`src/rtl/spectrum_bar_buffer.sv`:
```
// Purpose: frame-synchronous double buffer between the spectrum analyser stream and the
//          VGA pixel path. A frame of bin magnitudes fills wbuf; each VSync falling edge
//          commits wbuf into dbuf (or ages dbuf when no new frame arrived).
// Latency: rd_height is registered, 1 cycle after rd_idx; a commit pass takes NUM_BINS
//          cycles after the edge-detect cycle, then frame_done pulses for one cycle.
// Backpressure: bin_ready is a registered state decode (high only in FILL); once a
//          frame is complete it drops until the commit pass finishes.
//
// Ports:
//   clk, rst           pixel clock, asynchronous active-high reset
//   bin_data/_valid/_last/bin_ready   magnitude input stream (valid/ready)
//   vsync              active-low VSync from the sync generator
//   rd_idx/rd_height   column read port (height is 0 for rd_idx >= NUM_BINS)
//   frame_done         one-cycle pulse at the end of each commit/decay pass
//
// Build option: define PEAK_HOLD_EN for peak-hold with per-frame decay of DECAY;
// without it, commits are direct copies and bars hold between frames.

module spectrum_bar_buffer #(
  parameter int NUM_BINS = 16,
  parameter int MAG_W    = 8,
  parameter int IDX_W    = 4,
  parameter int DECAY    = 2
) (
  input  logic             clk,
  input  logic             rst,
  input  logic [MAG_W-1:0] bin_data,
  input  logic             bin_valid,
  input  logic             bin_last,
  output logic             bin_ready,
  input  logic             vsync,
  input  logic [IDX_W-1:0] rd_idx,
  output logic [MAG_W-1:0] rd_height,
  output logic             frame_done
);

  // Array address width; IDX_W may be wider than needed (e.g. 8 bins on a 4-bit index).
  localparam int               AW         = (NUM_BINS > 1) ? $clog2(NUM_BINS) : 1;
  localparam logic [IDX_W-1:0] LAST_IDX   = IDX_W'(NUM_BINS - 1);
  localparam logic [IDX_W:0]   NUM_BINS_W = (IDX_W+1)'(NUM_BINS);
  localparam logic [MAG_W-1:0] DECAY_W    = MAG_W'(DECAY);

  typedef enum logic [1:0] {
    FILL    = 2'd0,
    PENDING = 2'd1,
    UPDATE  = 2'd2
  } state_t;

  state_t           state_q, state_d;
  logic [IDX_W-1:0] wptr_q, wptr_d;
  logic [IDX_W-1:0] cnt_q, cnt_d;
  logic             have_new_q, have_new_d;
  logic             vsync_dly_q, vsync_dly_d;   // one-cycle delayed vsync
  logic             bin_ready_q, bin_ready_d;
  logic             frame_done_q, frame_done_d;
  logic [MAG_W-1:0] rd_height_q, rd_height_d;
  logic [MAG_W-1:0] wbuf_q [NUM_BINS];
  logic [MAG_W-1:0] wbuf_d [NUM_BINS];
  logic [MAG_W-1:0] dbuf_q [NUM_BINS];
  logic [MAG_W-1:0] dbuf_d [NUM_BINS];

  logic accept;
  logic vs_fall;

  // Saturating per-frame decrement.
  function automatic logic [MAG_W-1:0] dec(input logic [MAG_W-1:0] x);
    return (x > DECAY_W) ? (x - DECAY_W) : '0;
  endfunction

  // Commit of a fresh bin against the currently displayed height.
  function automatic logic [MAG_W-1:0] commit_new(input logic [MAG_W-1:0] new_v,
                                                  input logic [MAG_W-1:0] old_v);
`ifdef PEAK_HOLD_EN
    logic [MAG_W-1:0] aged;
    aged = dec(old_v);
    return (new_v > aged) ? new_v : aged;
`else
    return (old_v == old_v) ? new_v : new_v;
`endif
  endfunction

  // Ageing of a displayed height when no new frame arrived before the edge.
  function automatic logic [MAG_W-1:0] commit_old(input logic [MAG_W-1:0] old_v);
`ifdef PEAK_HOLD_EN
    return dec(old_v);
`else
    return old_v;
`endif
  endfunction

  always_comb begin
    state_d      = state_q;
    wptr_d       = wptr_q;
    cnt_d        = cnt_q;
    have_new_d   = have_new_q;
    wbuf_d       = wbuf_q;
    dbuf_d       = dbuf_q;
    frame_done_d = 1'b0;
    vsync_dly_d  = vsync;

    accept  = bin_valid & bin_ready_q;
    // Falling edge is seen in the first cycle vsync is sampled low.
    vs_fall = vsync_dly_q & ~vsync;

    case (state_q)
      FILL: begin
        if (vs_fall) begin
          // Edge before the frame completed: abandon the partial frame and just age dbuf.
          // A bin handshaked in this same cycle belongs to the abandoned frame.
          state_d    = UPDATE;
          cnt_d      = '0;
          have_new_d = 1'b0;
          wptr_d     = '0;
        end else if (accept) begin
          wbuf_d[wptr_q[AW-1:0]] = bin_data;
          if (bin_last || (wptr_q == LAST_IDX)) begin
            state_d = PENDING;
            wptr_d  = '0;
          end else begin
            wptr_d = wptr_q + 1'b1;
          end
        end
      end

      PENDING: begin
        if (vs_fall) begin
          state_d    = UPDATE;
          cnt_d      = '0;
          have_new_d = 1'b1;
        end
      end

      UPDATE: begin
        // One bin per cycle; further vsync edges are ignored until the pass completes.
        if (have_new_q) begin
          dbuf_d[cnt_q[AW-1:0]] = commit_new(wbuf_q[cnt_q[AW-1:0]], dbuf_q[cnt_q[AW-1:0]]);
        end else begin
          dbuf_d[cnt_q[AW-1:0]] = commit_old(dbuf_q[cnt_q[AW-1:0]]);
        end
        if (cnt_q == LAST_IDX) begin
          state_d      = FILL;
          cnt_d        = '0;
          frame_done_d = 1'b1;
        end else begin
          cnt_d = cnt_q + 1'b1;
        end
      end

      default: begin
        state_d = FILL;
        wptr_d  = '0;
        cnt_d   = '0;
      end
    endcase

    // Registered decode of the next state keeps bin_ready free of any path from bin_valid.
    bin_ready_d = (state_d == FILL);

    // Index wider than the table reads as zero instead of aliasing onto a real bar.
    if ({1'b0, rd_idx} < NUM_BINS_W) begin
      rd_height_d = dbuf_q[rd_idx[AW-1:0]];
    end else begin
      rd_height_d = '0;
    end
  end

  always_ff @(posedge clk or posedge rst) begin
    if (rst) begin
      state_q      <= FILL;
      wptr_q       <= '0;
      cnt_q        <= '0;
      have_new_q   <= 1'b0;
      vsync_dly_q  <= 1'b1;
      bin_ready_q  <= 1'b1;
      frame_done_q <= 1'b0;
      rd_height_q  <= '0;
      for (int i = 0; i < NUM_BINS; i++) begin
        wbuf_q[i] <= '0;
        dbuf_q[i] <= '0;
      end
    end else begin
      state_q      <= state_d;
      wptr_q       <= wptr_d;
      cnt_q        <= cnt_d;
      have_new_q   <= have_new_d;
      vsync_dly_q  <= vsync_dly_d;
      bin_ready_q  <= bin_ready_d;
      frame_done_q <= frame_done_d;
      rd_height_q  <= rd_height_d;
      wbuf_q       <= wbuf_d;
      dbuf_q       <= dbuf_d;
    end
  end

  assign bin_ready  = bin_ready_q;
  assign frame_done = frame_done_q;
  assign rd_height  = rd_height_q;

endmodule

```
`config.mk`:
```
export PLATFORM = sky130hd
export DESIGN_NAME = spectrum_bar_buffer
export DESIGN_NICKNAME = d
export VERILOG_FILES = /design/src/rtl/spectrum_bar_buffer.sv
export SDC_FILE = /design/constraint.sdc
export NUM_CORES = 1
export LEC_CHECK = 0
export BUFFER_PORTS_ARGS = -buffer_cell sky130_fd_sc_hd__buf_4
export CAP_MARGIN = 20
export CELL_PAD_IN_SITES_DETAIL_PLACEMENT = 0
export CELL_PAD_IN_SITES_GLOBAL_PLACEMENT = 2
export CORE_MARGIN = 1.5
export CORE_UTILIZATION = 26
export CTS_BUF_LIST = sky130_fd_sc_hd__clkbuf_2
export DETAILED_ROUTE_END_ITERATION = 8
export PLACE_DENSITY = 0.55
export SYNTH_ARGS = -nofsm -noshare
export SYNTH_HDL_FRONTEND = slang
export SYNTH_SLANG_ARGS = --single-unit
```
`constraint.sdc`:
```
create_clock -name clk -period 8.1 [get_ports clk]
set_clock_uncertainty 0.2 [all_clocks]
set_input_delay 0.405 -clock clk [delete_from_list [all_inputs] [get_ports clk]]
set_output_delay 0.405 -clock clk [all_outputs]
set_load 0.1 [all_outputs]
```
After elaboration in Yosys (flattened, before gate mapping)
Cells that the tools add are included.
{"block": "classes", "addsub": 2, "order_cmp": 5, "eq_ne": 8, "mux": 35, "bitwise_logic": 8, "reduce_logical": 11}
{"cell": "$bwmux W128", "n": 3}
{"cell": "$mux W128", "n": 1}
{"cell": "$bmux W8 S4", "n": 3}
{"cell": "$demux W8 S4", "n": 2}
{"cell": "$mux W8", "n": 8}
{"cell": "$mux W4", "n": 5}
{"cell": "$pmux W4 S2", "n": 2}
{"cell": "$ge A5 B5 Y1 const B", "n": 3}
{"cell": "$not A4 Y5", "n": 3}
{"cell": "$lt A5 B1 Y1 const B", "n": 2}
{"cell": "$mux W2", "n": 5}
{"cell": "$add A4 B1 Y4 const B", "n": 2}
{"cell": "$eq A4 B4 Y1 const B", "n": 2}
{"cell": "$pmux W2 S3", "n": 1}
{"cell": "$reduce_and A3 Y1", "n": 2}
{"cell": "$logic_not A2 Y1", "n": 2}
{"cell": "$mux W1", "n": 4}
{"cell": "$ne A2 B2 Y1 const B", "n": 2}
{"cell": "$reduce_or A2 Y1", "n": 2}
{"cell": "$ne A3 B3 Y1 const B", "n": 1}
{"cell": "$not A1 Y1", "n": 3}
{"cell": "$and A1 B1 Y1", "n": 2}
{"cell": "$eq A2 B1 Y1 const B", "n": 1}
{"cell": "$eq A2 B2 Y1 const B", "n": 1}
{"cell": "6 further kinds", "n": 7}
{"block": "word_totals", "reg_bits": 278, "input_bits": 17, "out_inout_bits": 10}

Logic depth before layout (Yosys ltp)
Gate-level depths: netlist of the first run.
{"block": "depth", "ltp_word": 7, "depth_mapped": 13, "mapped_depth_nobuf": 6}

Worst setup path after synthesis of the first run
OpenSTA, ideal clock, no wires.
{"block": "synth_path", "path_kind": "register to register", "start": "register bin_ready_q, in the netlist bin_ready", "end": "register wbuf_q[72] (netlist name)", "arrival_ns": 2.301, "t_required_ns": 7.775, "slack_ns": 5.475, "stages_incl_launch_ff": 6, "path_buffers": 0, "period_less_slack_ns": 2.625, "cell_sequence": "dfstp_2 -> nand2_1 -> nor3b_2 -> nand2_1 -> nor2_1 -> mux2_2"}
{"block": "synth_via", "elab_chain_cells": 2}
{"element": "start: declaration", "line": "54", "rtl": "logic bin_ready_q, bin_ready_d;"}
{"element": "start signal: assignment", "line": "187", "rtl": "bin_ready_q <= bin_ready_d;"}
{"element": "$and A1 B1 Y1", "line": "101", "rtl": "accept = bin_valid & bin_ready_q;"}
{"element": "$reduce_and A3 Y1 (no source line)"}
{"element": "end signal: assignment", "line": "190", "rtl": "wbuf_q <= wbuf_d;"}
{"element": "end: declaration", "line": "57", "rtl": "logic [MAG_W-1:0] wbuf_q [NUM_BINS];"}
Every way passes these cells.
A chain may end at the register's enable or synchronous reset.

Final worst setup path of the first run
{"block": "layout_path", "start": "register cnt_q[1]", "end": "register dbuf_q[39] (netlist name)"}
{"block": "layout_via", "elab_chain_cells": 7}
{"element": "start: declaration", "line": "51", "rtl": "logic [IDX_W-1:0] cnt_q, cnt_d;"}
{"element": "start signal: assignment", "line": "184", "rtl": "cnt_q <= cnt_d;"}
{"element": "$not A4 Y5 (implied by the code) (*)", "line": "136, 138"}
{"element": "$ge A5 B5 Y1 (implied by the code) or $lt A5 B1 Y1 (tied branches)", "line": "136, 138"}
{"element": "$logic_and A1 B1 Y1 (implied by the code)", "line": "136, 138"}
{"element": "$mux W8 (implied by the code)", "line": "136, 138"}
{"element": "$demux W8 S4", "line": "136, 138"}
{"element": "$bwmux W128, on equally long branches", "line": "138, 136"}
{"element": "$mux W128 (*)", "line": "135", "rtl": "if (have_new_q) begin"}
{"element": "end signal: assignment", "line": "191", "rtl": "dbuf_q <= dbuf_d;"}
{"element": "end: declaration", "line": "59", "rtl": "logic [MAG_W-1:0] dbuf_q [NUM_BINS];"}
Every way passes the cells marked *; elsewhere a longest branch is shown, timed or not. The select of a mux whose other input is x is not followed.

==> results of run 1 <==
-- flip-flops by register name, summed over array words and instances (netlist names) --
name / count
vsync_dly_q: 1
dbuf_q: 128
bin_ready: 1
rd_height: 8
frame_done: 1
wptr_q: 4
wbuf_q: 128
state_q: 2
have_new_q: 1
cnt_q: 4
-- power breakdown --
part | leakage, µW | switching [µW] | internal (µW)
registers | 0.00382 | 159 | 1550
clock network | 0.000544 | 633 | 468
logic | 0.00259 | 696 | 459
-- worst paths after layout --
path,start,slack (ps),endpoint
max reg2reg,cnt_q[1],4480,dbuf_q[39]
max in group asynchronous,rst,5570,cnt_q[1]
max,cnt_q[1],4480,dbuf_q[39]
min in group asynchronous,rst,580,dbuf_q[58]
min reg2reg,dbuf_q[34],310,dbuf_q[34]
min,bin_data[0],130,wbuf_q[120]
-- kinds of logic (layout without fill, tap and decap cells) --
logic type	count (synthesis)	in the layout
and+or+nand+nor	230	230
muxes	271	271
AOI/OAI and AO/OA	197	197
other	0	2
buffers and inverters	84	216
adders and majority gates	12	12
DFF	278	278
-- final cells by class --
| cell class | count | area, µm² |
|---|---|---|
| diodes | 2 | 5.00 |
| clock buffers | 115 | 576 |
| clock inverters | 16 | 143 |
| fillers | 5368 | 36900 |
| inverters | 13 | 52.6 |
| multi-input cells | 710 | 6370 |
| flip-flops and latches | 278 | 6970 |
| well taps | 688 | 861 |
| repair buffers | 72 | 619 |
-- synthesized netlist by cell type (4+ instances only) --
cell type  instances
buf_4              5
o22ai_1            5
ha_1              12
mux4_1            19
or3_1              4
o211ai_1           5
clkbuf_1          35
nand4_1            5
nor2_1            21
buf_6              8
o21ai_1            4
nand2b_1           4
nand2_1          142
dfrtp_1          276
o21ai_2           13
o41ai_2            4
nor2b_1            6
a222oi_1           5
nand3_1           24
o21ai_0          124
mux4_2            57
and2_1             4
mux2i_1           34
buf_1             14
a31oi_1            4
inv_1             12
buf_2              6
a21oi_1           12
mux2_2           158
-- metal layers --
layer  vias up  share of wire (%)  wire length [µm]  GRT usage, %
li1       4177                  -                 -             -
met1      4709                 46             18900          21.2
met2       192                 47             19300          25.1
met3        69                4.6              1870          3.83
met4         0                2.3               934          4.68
met5         -                  0                 0             0
-- placed cells by master, fill, tap and decap left out, types with 3 or more instances in the layout --
| cell type | synthesis | final |
|---|---|---|
| a21oi_1 | 12 | 12 |
| a221o_1 | 3 | 3 |
| a222oi_1 | 5 | 5 |
| a22oi_1 | 3 | 3 |
| a31oi_1 | 4 | 4 |
| and2_1 | 4 | 4 |
| and3_1 | 3 | 3 |
| and3b_1 | 3 | 3 |
| buf_4 | 5 | 45 |
| bufinv_16 | 0 | 3 |
| clkbuf_2 | 0 | 115 |
| clkinv_1 | 1 | 11 |
| dfrtp_1 | 276 | 274 |
| dlygate4sd3_1 | 0 | 25 |
| ha_1 | 12 | 12 |
| inv_1 | 12 | 11 |
| mux2_2 | 158 | 158 |
| mux2i_1 | 34 | 34 |
| mux4_1 | 19 | 19 |
| mux4_2 | 57 | 57 |
| nand2_1 | 142 | 142 |
| nand2b_1 | 4 | 4 |
| nand3_1 | 24 | 24 |
| nand4_1 | 5 | 5 |
| nor2_1 | 21 | 21 |
| nor2b_1 | 6 | 6 |
| nor3_2 | 3 | 3 |
| o211ai_1 | 5 | 5 |
| o21ai_0 | 124 | 124 |
| o21ai_1 | 4 | 4 |
| o21ai_2 | 13 | 13 |
| o22ai_1 | 5 | 5 |
| o41ai_2 | 4 | 4 |
| or3_1 | 4 | 4 |
-- worst register-to-register path, cell delays in order, from the launching register on --
cell      delay [ps]
dfrtp_4          740
buf_4            670
mux2_2           430
a222oi_1         550
o211ai_2         280
o41ai_4          170
buf_4            320
o21ai_0          120
-- through the flow --
step | util, % | cell area, µm² | instances | setup WS [ps] | hold slack, ps
after floorplan | - | 13800 | 1072 | 3820 | 209
after global placement | 27.8 | 14600 | 1734 | 4400 | 278
after detailed placement | 27.9 | 14600 | 1736 | 4400 | 287
after CTS | 29.7 | 15600 | 1892 | 4380 | 4.34
after global routing | 29.7 | 15600 | 1894 | 4280 | 10.0
final | 29.7 | 15600 | 1894 | 4480 | 130
==> results.ini, run 1 <==
[synth]
synth_top_area_share_pct=50.1
synth_top_family_by_area=multiplexers
synthXorXnorAreaFrac_pct=0
synthMuxAreaShare_pct=28.7
synth_edf_count=0
synthCells=1072
synth_compound_gate_area_share_pct=8.93
ys_top_cells_by_area=dfrtp_1, mux2_2, mux4_2
synth_cell_types=61
yosysWarnings=0
synth_fp_nets=1101
synthSimpleGateAreaFrac_pct=7.52
yosysSeqAreaShare_pct=50.5
ys.flop_type=dfrtp_1
synth_top_cell_by_area=dfrtp_1
avgSynthCellArea_um2=12.9
syn_area_um2=13800
async_reset_ff_share_pct=100
ys_ff_latch=278
yosys.area_share.adder_pct=1.09

[clock_network]
cts_hold_buffers=25
cts_sinks=278
clock_path_buffers=3
post_cts_buffers=0
cts_tree=built
ctsResizeCount=0
insertion_delay_ps=1030
cts_buffers=79
clock-root-buffer=clkbuf_2
path_clk_slew_ps=110
cts.htree.levels=3

[critical_path]
crit_top_cell=buf_4
start_kind=register
slowest_stage=dfrtp_4
crit_cells=7
crit_arrival_ps=4260
reg2reg_depth=7
crit_buf_inv=2
path_max_fanout=41
critPathCaptureType=register
worstSetupPathType=reg -> reg
required_ps=8750
critPathMaxStageDelay_ps=740
crit_family=compound AO/OA/AOI/OAI gates
crit_chain=buf_4 -> mux2_2 -> a222oi_1 -> o211ai_2 -> o41ai_4 -> buf_4 -> o21ai_0

[place]
port_buffers=26
gp_congestion=0.736
dp_hpwl_um=25200

[floorplanning]
die_h_um=233
start_util_pct=26.3
die_w_um=233
rows=84
die_area_um2=54400
pin_count=27
core_um2=52400

[power]
cellPowerDensity_nw_per_um2=254
finalPower_uw=3960
vdd_ir_drop_max_mv=0.133
p_leak_uw=0.00696

[global_route]
grt_max_degree=162
grt_pass1_wl_um=63100
grt_usage_pct=15.8
grt_pass1_vias=9713
grt_antenna_before_repair=2
overflow=0

[drt]
vias=9147
ant_nets=0
routed_wl_um=41000
drt_first_pass_iters=5
drtIter0Drc=564
viasPerCell=4.83
drc_errors=0
post_drt_wl_per_cell_um=21.6

[outcome]
status=completed

[min_path]
hp-class=in -> reg
hold_depth=3

[sta]
slew_violations=0
slew_headroom_pct=23.3
timing.final.hold_violations=0
setup_viol=0
post-route-period-util_pct=44.6
setup_tns_ps=0
fmax_mhz=277
rsz0062_at_grt=false
worst_slew_pin_slew_ps=1150
fin_crit_ps=3620

[finish]
drive_above_1_share_pct=34.7
area_growth_pct=13.2
nNetsFinal=1183

[run]
cap_viol_max_count=0

(Power assumes the default switching activity.)
==> run 2, diff against run 1 <==
- PLACE_DENSITY: 0.55 -> 0.53
- clock period: 8.1 -> 3.74 ns (I/O delays scaled with it)
==> run 2 against run 1 <==
- worst hold slack got worse by 3.9 ps
- combinational power up 140%
- critical endpoint is now wbuf_q[58]
- routed wire length up 3.5%
- global-route usage is 0.47 points higher
- via count increased by 1.4%
- clock power grew 110%
- non-clock buffer count rose by 53
- setup slack lost 3900 ps
- power up 120%
- sequential share of layout area fell by 1.3 points
- sequential power grew 120%
==> results.ini, run 2 (same netlist as run 1, synthesis figures left out) <==
[critical_path]
path_max_fanout=9  ; -78%
reg2reg_depth=8  ; +1
required_ps=4440  ; -4310 ps
crit_arrival_ps=3890  ; -370 ps
start_kind=register
worstSetupPathType=reg -> reg
critPathCaptureType=register

[floorplanning]
die_w_um=233  ; unchanged
die_h_um=233  ; unchanged
start_util_pct=26.3  ; unchanged
die_area_um2=54400  ; unchanged
pin_count=27  ; unchanged
rows=84  ; unchanged
core_um2=52400  ; unchanged

[power]
finalPower_uw=8690  ; +120%
vdd_ir_drop_max_mv=0.323  ; +140%
p_leak_uw=0.00722  ; +3.9%
cellPowerDensity_nw_per_um2=542  ; +110%

[global_route]
overflow=0  ; unchanged
grt_antenna_before_repair=2  ; unchanged
grt_pass1_vias=9773  ; +0.62%
grt_pass1_wl_um=64800  ; +2.6%
grt_usage_pct=16.3  ; +0.47 points
grt_max_degree=96  ; -41%

[run]
cap_viol_max_count=0  ; unchanged

[clock_network]
insertion_delay_ps=1020  ; about the same
clock-root-buffer=clkbuf_2
ctsResizeCount=0  ; unchanged
path_clk_slew_ps=100  ; about the same
cts_tree=built
cts.htree.levels=3  ; unchanged
cts_sinks=278  ; unchanged
cts_buffers=81  ; +2.5%
clock_path_buffers=3  ; unchanged

[drt]
post_drt_wl_per_cell_um=21.7  ; +0.33%
drtIter0Drc=461  ; -18%
viasPerCell=4.75  ; -1.7%
routed_wl_um=42400  ; +3.5%
drt_first_pass_iters=4  ; -1
vias=9279  ; +1.4%
drc_errors=0  ; unchanged
ant_nets=0  ; unchanged

[place]
port_buffers=26  ; unchanged
dp_slack_ps=521  ; -3880 ps
gp_congestion=0.738  ; +0.34%
dp_hpwl_um=26800  ; +6.3%
post-place-cells=1777  ; +2.4%

[sta]
worst_slew_pin_slew_ps=996  ; -151 ps
slew_headroom_pct=33.6  ; +10 points
timing.final.hold_violations=0  ; unchanged
setup_viol=0  ; unchanged
slew_violations=0  ; unchanged
fin_ws_ps=556  ; -3930 ps
fmax_mhz=314  ; +14%
rsz0062_at_grt=false
post-route-period-util_pct=85.1  ; +40 points
fin_crit_ps=3180  ; -432 ps

[min_path]
hold_depth=5  ; +2
hp-class=in -> reg

[finish]
post-route-util_pct=30.6  ; +0.86 points
seq_area_um2=6970  ; unchanged
fillers=5360  ; -0.15%
area_growth_pct=16.4
drive_above_1_share_pct=36.7  ; +2.0 points
post_layout_nonfiller_instances=1954  ; +3.2%
multi_input_area_um2=6370  ; unchanged
layout_commonest_cell=dfrtp_1
nNetsFinal=1238  ; +4.6%
mostFrequentLayoutCells=dfrtp_1, mux2_2, nand2_1

[outcome]
status=completed

## run 2: changes by cell type in the layout (fill, tap and decap cells not counted), sizes merged, moves of 2 or more
cell / delta
bufinv: -2
dlygate4sd3: +11
diode: +5
inv: -2
clkbuf: +6
buf: +42
## run 2: timing repair
action,CTS,global route
setup buffers,0,0
hold buffers,36,0
hold endpoints to repair,427,0
## run 2: cell type report
type                       count  area share [%]
antenna                        7           0.109
clock buffer                 121            3.78
clock inverter                12           0.452
inverter                      13           0.328
multi-input combinational    710            39.7
sequential                   278            43.4
tap                          688            5.37
timing repair buffer         125            6.85
## run 2: path summary, 6_finish.rpt
check / startpoint / endpoint / slack [ps]
min: vsync / state_q[1] / 130
max in group asynchronous: rst / dbuf_q[127] / 2230
min reg2reg: wbuf_q[93] / wbuf_q[93] / 300
max: state_q[1] / wbuf_q[58] / 560
max reg2reg: state_q[1] / wbuf_q[58] / 560
min in group asynchronous: rst / frame_done / 160
## run 2: worst max-delay path: stages, from the launching register on
cell,delay (ps)
dfrtp_1,430
inv_1,120
ha_1,350
nor3b_2,480
nand2_1,260
nor2_1,150
buf_4,180
mux2_2,340
dlygate4sd3_1,550
## run 2: routing by layer
| layer | wire (µm) | GRT usage (%) | up-vias |
|---|---|---|---|
| met5 | 0 | 0 | - |
| met4 | 722 | 4.54 | 0 |
| met3 | 1460 | 3.77 | 67 |
| met2 | 20600 | 26.7 | 151 |
| met1 | 19700 | 21.3 | 4750 |
| li1 | - | - | 4311 |
## run 2: stage by stage
step | instance area [µm²] | hold WS (ps) | TNS (ps)
2_1_floorplan | 13800 | -8.52 | -89620
3_3_place_gp | 15000 | 75.5 | 0
3_5_place_dp | 15000 | 69.2 | 0
4_1_cts | 16000 | 5.98 | 0
5_1_grt | 16000 | 16.4 | 0
6_report | 16000 | 126 | 0
## run 2: power by group
group / total, µW / internal (µW) / switching [µW] / leakage, µW
registers: 3710 / 3350 / 360 / 0.00382
clock network: 2270 / 907 / 1360 / 0.000536
logic: 2720 / 1120 / 1600 / 0.00287
==> run 3, diff against run 2 <==
- CELL_PAD_IN_SITES_DETAIL_PLACEMENT: 0 -> default
- CELL_PAD_IN_SITES_GLOBAL_PLACEMENT: 2 -> default
- PLACE_DENSITY: 0.53 -> 0.42
- TNS_END_PERCENT: default -> 5
==> run 3 against run 2 <==
- routed wire length decreased by 8.3%
- count of clock-buffer cells in the layout decreased by 13
- worst hold slack improved by 130 ps
- register-to-register slack got worse by 30 ps
- first-iteration DRC count increased by 8.7%
- clock power decreased by 4%
- maximum frequency decreased by 0.99%
- setup slack got worse by 32 ps
- largest power group unchanged
- highest routed layer unchanged
==> results.ini, run 3 (same netlist as run 1, synthesis figures left out) <==
[place]
port_buffers=26  ; unchanged
dpl_cell_area_um2=14800  ; -1.0%
gp_congestion=0.742  ; +0.54%
dp_hpwl_um=25200  ; -5.8%
dp_slack_ps=558  ; +36.9 ps

[clock_network]
clock-root-buffer=clkbuf_2
insertion_delay_ps=1010  ; about the same
path_clk_slew_ps=100  ; about the same
post_cts_buffers=0  ; unchanged
cts.htree.levels=3  ; unchanged
cts_sinks=278  ; unchanged
ctsResizeCount=0  ; unchanged
clock_path_buffers=3  ; unchanged
cts_buffers=80  ; -1.2%
cts_tree=built

[finish]
layout_commonest_cell=dfrtp_1
nNetsFinal=1215  ; -1.9%
mostFrequentLayoutCells=dfrtp_1, mux2_2, nand2_1
fillers=5392  ; +0.60%
drive_above_1_share_pct=35.1  ; -1.6 points
fin_area_um2=15800  ; -1.3%
area_growth_pct=15.0

[sta]
setup_viol=0  ; unchanged
fin_crit_ps=3220  ; +31.8 ps
slew_headroom_pct=32.9  ; -0.68 points
fmax_mhz=311  ; -0.99%
timing.final.hold_violations=0  ; unchanged
slew_violations=0  ; unchanged
rsz0062_at_grt=false
post-route-period-util_pct=86.0  ; +0.85 points
worst_slew_pin_slew_ps=1000  ; +8.20 ps
fin_ws_ps=524  ; -31.8 ps

[power]
finalPower_uw=8520  ; -2.1%
p_leak_uw=0.00708  ; -1.9%
vdd_ir_drop_max_mv=0.242  ; -25%
cellPowerDensity_nw_per_um2=538  ; -0.81%

[min_path]
hold_depth=3  ; -2
hp-class=in -> reg

[critical_path]
reg2reg_depth=7  ; -1
start_kind=register
crit_buf_inv=2  ; -1
slowest_stage=dfrtp_4
crit_top_cell=buf_4
path_max_fanout=29  ; +20
crit_arrival_ps=3840  ; -50 ps
worstSetupPathType=reg -> reg
required_ps=4370  ; -70 ps
critPathMaxStageDelay_ps=820  ; +270 ps
crit_chain=buf_4 -> mux2_2 -> a222oi_1 -> o2111ai_1 -> o41ai_2 -> buf_4 -> o21ai_0
critPathCaptureType=register
crit_cells=7  ; -1
crit_family=compound AO/OA/AOI/OAI gates
r2r_setup_slack_ps=520  ; -30 ps

[drt]
vias=9237  ; -0.45%
drc_errors=0  ; unchanged
post_drt_wl_per_cell_um=20.2  ; -7.0%
drtIter0Drc=501  ; +8.7%
drt_first_pass_iters=6  ; +2
routed_wl_um=38900  ; -8.3%
ant_nets=0  ; unchanged
viasPerCell=4.79  ; +0.89%

[run]
cap_viol_max_count=0  ; unchanged

[global_route]
grt_usage_pct=14.9  ; -1.3 points
overflow=0  ; unchanged
grt_antenna_before_repair=2  ; unchanged
grt_pass1_vias=9749  ; -0.25%
grt_max_degree=134  ; +40%
grt_pass1_wl_um=60400  ; -6.7%

[floorplanning]
rows=84  ; unchanged
die_w_um=233  ; unchanged
start_util_pct=26.3  ; unchanged
core_um2=52400  ; unchanged
pin_count=27  ; unchanged
die_h_um=233  ; unchanged
die_area_um2=54400  ; unchanged

[outcome]
status=completed

==> run 3: what timing repair did <==
action / CTS / global route
hold buffers: 35 / 0
endpoints found under the setup margin: 0 / 0
hold endpoints to repair: 427 / 0
==> run 3: final timing paths <==
path                                to        from
min reg2reg                 wbuf_q[61]  wbuf_q[61]
min                        vsync_dly_q       vsync
min in group asynchronous   dbuf_q[67]         rst
max                         dbuf_q[93]    cnt_q[0]
max reg2reg                 dbuf_q[93]    cnt_q[0]
max in group asynchronous   wbuf_q[32]         rst
==> run 3: cell type report <==
cell class,instances,area (µm²),share of cell area (%)
antenna,5,12.5,0.0790
tap,688,861,5.43
multi-input combinational,710,6370,40.2
timing repair buffer,103,923,5.83
clock inverter,23,116,0.735
clock buffer,108,541,3.41
sequential,278,6970,44.0
inverter,13,52.6,0.332
==> run 3: layer usage <==
| metal | global-route usage, % | routed length, µm |
|---|---|---|
| met1 | 18.6 | 17300 |
| met2 | 24.9 | 19100 |
| met3 | 3.59 | 1510 |
| met4 | 5.65 | 1070 |
| met5 | 0 | 0 |
==> run 3: worst min-delay path: stages <==
cell           delay (ps)
dlygate4sd3_1         540
buf_4                 100
dlygate4sd3_1         580
==> run 3: where the power goes <==
part,total (µW),internal [µW],switching [µW]
Clock,2180,842,1340
Combinational,2650,1070,1580
Sequential,3690,3350,343
Total,8520,5260,3260
==> run 3: metrics by stage <==
stage | hold WS, ps | TNS [ps] | util (%) | instances
2_1_floorplan | -8.52 | -89620 | - | 1072
3_3_place_gp | 110 | 0 | 28.3 | 1757
6_report | 259 | 0 | 30.2 | 1928
4_1_cts | 75.9 | 0 | 30.2 | 1923
5_1_grt | 89.8 | 0 | 30.2 | 1928
3_5_place_dp | 112 | 0 | 28.3 | 1757
